<file path="config.mk">
export PLATFORM = sky130hd
export DESIGN_NAME = seq_serial_tx
export DESIGN_NICKNAME = d
export VERILOG_FILES = /design/src/rtl/seq_serial_tx.sv
export SDC_FILE = /design/constraint.sdc
export NUM_CORES = 1
export LEC_CHECK = 0
export BUFFER_PORTS_ARGS = -buffer_cell sky130_fd_sc_hd__buf_2
export CORE_MARGIN = 2
export CORE_UTILIZATION = 57
export CTS_BUF_LIST = sky130_fd_sc_hd__clkbuf_8
export DETAILED_ROUTE_END_ITERATION = 8
export GPL_TIMING_DRIVEN = 1
export PLACE_DENSITY = 0.78
export REMOVE_ABC_BUFFERS = 1
export SYNTH_ARGS = -nofsm -noshare
export SYNTH_HDL_FRONTEND = slang
export SYNTH_SLANG_ARGS = --single-unit
</file>
<file path="constraint.sdc">
create_clock -name clk -period 1.6 [get_ports clk]
set_input_delay 0.08 -clock clk [delete_from_list [all_inputs] [get_ports clk]]
set_output_delay 0.08 -clock clk [all_outputs]
set_load 0.1 [all_outputs]
</file>
<file path="src/rtl/seq_serial_tx.sv">
// seq_serial_tx: MSB-first serial word transmitter with repeat count, abort and done pulse
module seq_serial_tx #(
  parameter int   WIDTH      = 8,
  parameter int   RPT_W      = 4,
  parameter logic IDLE_LEVEL = 1'b0
) (
  input  logic             clk,
  input  logic             rst,
  input  logic             load_valid,
  output logic             load_ready,
  input  logic [WIDTH-1:0] load_data,
  input  logic [RPT_W-1:0] load_rpt,
  input  logic             abort,
  output logic             x,
  output logic             x_valid,
  output logic             busy,
  output logic             done
);
  localparam int BW = $clog2(WIDTH);
  typedef enum logic {IDLE, SHIFT} state_t;
  state_t           r_state, w_state;
  logic [WIDTH-1:0] r_sr, w_sr, r_hold, w_hold;
  logic [BW-1:0]    r_bcnt, w_bcnt;
  logic [RPT_W-1:0] r_rcnt, w_rcnt;
  logic             r_x, w_x, r_xv, w_xv, r_busy, w_busy, r_done, w_done, r_ready, w_ready;
  always_ff @(posedge clk) begin
    if (rst) begin
      r_state <= IDLE;
      r_sr    <= '0;
      r_hold  <= '0;
      r_bcnt  <= '0;
      r_rcnt  <= '0;
      r_x     <= IDLE_LEVEL;
      r_xv    <= 1'b0;
      r_busy  <= 1'b0;
      r_done  <= 1'b0;
      r_ready <= 1'b1;
    end else begin
      r_state <= w_state;
      r_sr    <= w_sr;
      r_hold  <= w_hold;
      r_bcnt  <= w_bcnt;
      r_rcnt  <= w_rcnt;
      r_x     <= w_x;
      r_xv    <= w_xv;
      r_busy  <= w_busy;
      r_done  <= w_done;
      r_ready <= w_ready;
    end
  end
  always_comb begin
    w_state = r_state;
    w_sr    = r_sr;
    w_hold  = r_hold;
    w_bcnt  = r_bcnt;
    w_rcnt  = r_rcnt;
    w_x     = IDLE_LEVEL;
    w_xv    = 1'b0;
    w_busy  = 1'b0;
    w_done  = 1'b0;
    w_ready = 1'b1;
    if (r_state == IDLE) begin
      if (load_valid) begin
        w_state = SHIFT;
        w_sr    = load_data;
        w_hold  = load_data;
        w_rcnt  = load_rpt;
        w_bcnt  = BW'(WIDTH - 1);
        w_x     = load_data[WIDTH-1];
        w_xv    = 1'b1;
        w_busy  = 1'b1;
        w_ready = 1'b0;
      end
    end else if (abort) begin
      w_state = IDLE;
      w_sr    = '0;
      w_hold  = '0;
      w_bcnt  = '0;
      w_rcnt  = '0;
    end else if (r_bcnt != '0) begin
      w_sr    = r_sr << 1;
      w_bcnt  = r_bcnt - 1'b1;
      w_x     = r_sr[WIDTH-2];
      w_xv    = 1'b1;
      w_busy  = 1'b1;
      w_ready = 1'b0;
    end else if (r_rcnt != '0) begin
      w_sr    = r_hold;
      w_rcnt  = r_rcnt - 1'b1;
      w_bcnt  = BW'(WIDTH - 1);
      w_x     = r_hold[WIDTH-1];
      w_xv    = 1'b1;
      w_busy  = 1'b1;
      w_ready = 1'b0;
    end else begin
      w_state = IDLE;
      w_done  = 1'b1;
    end
  end
  assign load_ready = r_ready;
  assign x          = r_x;
  assign x_valid    = r_xv;
  assign busy       = r_busy;
  assign done       = r_done;
endmodule

</file>
==> metrics <==
outcome=finished, violations left; failing checks=negative setup slack; Max-slew headroom=0.647; syn_area_per_cell=9.24 sq um; FF+latch count, synth=26; Hold Vio Cnt, Final=0; Util after Layout=0.789; clk_skew=6.28 ps; DR vias=1253; largest net degree at the start of global routing=28; Leakage=0.695 nW; IO buf count=20; Crit. End Element=flop; vias in the first global route=1118; pins over their slew limit=0; register area share after synthesis=0.402; Top FF cell, synth=dfxtp_1; TritonCTS Buffers=3; worst vdd ir=0.000810 V; vias per inst=6.20; final worst slack=-8.31 ps; Multi-input gate area=761 sq um; num ports=21; min Tclk post-route=1610 ps; initial antenna violation count=0; Routed WL=3610 microns; area leader, netlist=dfxtp_1; clock sink total=26; 1st-iter DRT viols=48; DRC Markers=0; ANT nets after route=0; Post-Synthesis Cells=140; Area Growth Syn to Fin=32.3%; clock latency on the worst-skew pair=280 ps; die width=51.6 microns; Placer Congestion=0.818; most frequent cells in the layout=22 x dfxtp_1, 21 x nor2_1, 18 x buf_2; post-route insts no fill=202; total die area=2670 sq um; row count=17; first-pass GRT wire length=5000 microns; Worst path max stage delay=350 ps; RSZ-0062 raised after global routing=yes; Hold/Removal Path Class=primary input to flop; critical path arrival=1780 ps; Post-synth EDFFs=0; DRT Pass-1 Iters=5; Layout fillers=152; total track usage=0.254; CP max FO=6; register area=526 sq um; Yosys cell types=37; placed cells=192; Post-synth ARST share=0; synthesized area=1290 sq um; Hold-fix buffers, CTS=0; Die Height=51.6 microns; share of layout cells above drive strength 1=0.454; Worst-path clk slew=90 ps; Pwr Density=1090 nW/um^2; Max Cap Violations=0; clock buffer depth=2; Ant. Diodes=0; Yosys warnings=0; Core ar.=2170 sq um; Area contributors post-synth=dfxtp_1 40%, nor2_1 6.1%, o221a_2 5.2%, a211oi_1 4.6%, a22oi_1 4.6%; TritonCTS clock tree=done; Slew @ Worst Pin=530 ps; CP Launch Type=flop; critical-path cell list=inv_2, ha_4, nor3b_4, buf_6, o31ai_2, buf_4, nor2_1, a211oi_1; Tcrit/Tclk final=1.01; most common cell after layout, fill and taps aside=dfxtp_1; H-tree levels=1; crit path kind=flop to flop; Crit path required time=1770 ps; CTS root buffer=clkbuf_8; Yosys top cell area share=0.402; initial core utilization=0.596; cell with the largest stage delay on the worst path=dfxtp_2; fmax=622 MHz; # nets final=194; Routed WL per cell=17.9 microns; final setup vio count=2; dpl hpwl=2180 microns; Overflow after GRT=0
## critical path: cells and delay by family (launching register included)
family                   cells  cell delay [ps]
AO/OA/AOI/OAI                2              460
flip-flops                   1              350
buffers and inverters        3              360
AND/OR/NAND/NOR              2              190
adder cells (fa/ha/maj)      1              150
## area by class of cell
cell class              instances  share of cell area
well taps                      28              0.0205
clock inverters                 1              0.0175
multi-input cells              97               0.444
repair buffers                 39               0.169
inverters                       8              0.0175
flip-flops and latches         26               0.307
clock buffers                   3              0.0241
## repair_timing
action                     CTS  global route
cloned                       0             1
gates resized for setup      6            19
setup buffers                2             3
pin swaps                    3             3
setup endpoints to repair   11            16
## state kept, by name, indices dropped and copies added (netlist names)
signal / count
r_hold: 8
r_sr: 7
r_rcnt: 4
r_bcnt: 3
busy: 1
done: 1
load_ready: 1
x: 1
## final timing paths
| kind | startpoint | to | slack [ps] | cells after the start |
|---|---|---|---|---|
| worst max-delay path | r_rcnt[1] | r_rcnt[1] | -8 | 8 |
| worst min-delay path | load_data[7] | r_hold[7] | 70 | 3 |
| worst max register to register | r_rcnt[1] | r_rcnt[1] | -8 | 8 |
| worst min register to register | r_hold[7] | r_hold[7] | 490 | 2 |
## cell families after synthesis
| group | Yosys count | share of synthesized area |
|---|---|---|
| multiplexers | 1 | 0.0174 |
| flip-flops | 26 | 0.402 |
| AND/OR/NAND/NOR | 42 | 0.166 |
| adder cells (fa/ha/maj) | 3 | 0.0290 |
| buffers and inverters | 17 | 0.0687 |
| AO/OA/AOI/OAI | 51 | 0.316 |
## power by group
group	leakage, nW	switching (W)	total [W]	internal [W]
Combinational	0.444	0.000312	0.000569	0.000258
Sequential	0.216	0.0000452	0.000751	0.000706
Clock	0.0357	0.000212	0.000547	0.000335
Total	0.695	0.000569	0.00187	0.00130
## through the flow
| step | worst slack (ps) | total power (W) | hold slack [ps] | setup TNS, ps | instance area [sq um] |
|---|---|---|---|---|---|
| after floorplan | -1460 | 0.00104 | 145 | -34640 | 1230 |
| after global placement | 18.5 | 0.00119 | 345 | 0 | 1510 |
| after detailed placement | -39.6 | 0.00121 | 362 | -158 | 1510 |
| after CTS | -4.50 | 0.00177 | 71.7 | -4.50 | 1620 |
| after global routing | -88.0 | 0.00193 | 83.8 | -202 | 1710 |
| final | -8.31 | 0.00187 | 73.3 | -14.2 | 1710 |
## cell usage after synthesis (2+ instances only)
| master | number |
|---|---|
| o221a_2 | 6 |
| clkbuf_1 | 3 |
| nand2b_1 | 2 |
| ha_1 | 3 |
| a21oi_1 | 6 |
| a211oi_1 | 8 |
| buf_6 | 2 |
| nor2_1 | 21 |
| o21ai_0 | 7 |
| buf_4 | 2 |
| inv_1 | 8 |
| a22oi_1 | 8 |
| a211oi_2 | 3 |
| nor2_2 | 3 |
| dfxtp_1 | 26 |
| buf_2 | 2 |
| nand2_1 | 6 |
| nor2b_1 | 3 |
| o31ai_1 | 2 |
| a221oi_1 | 2 |
## per-layer routing
layer,vias up,GRT usage,wire (microns)
li1,584,-,-
met1,592,0.324,1400
met4,0,0.118,85
met5,-,0,0
met3,11,0.0201,217
met2,66,0.434,1900
Power figures use the tool's default switching activity.
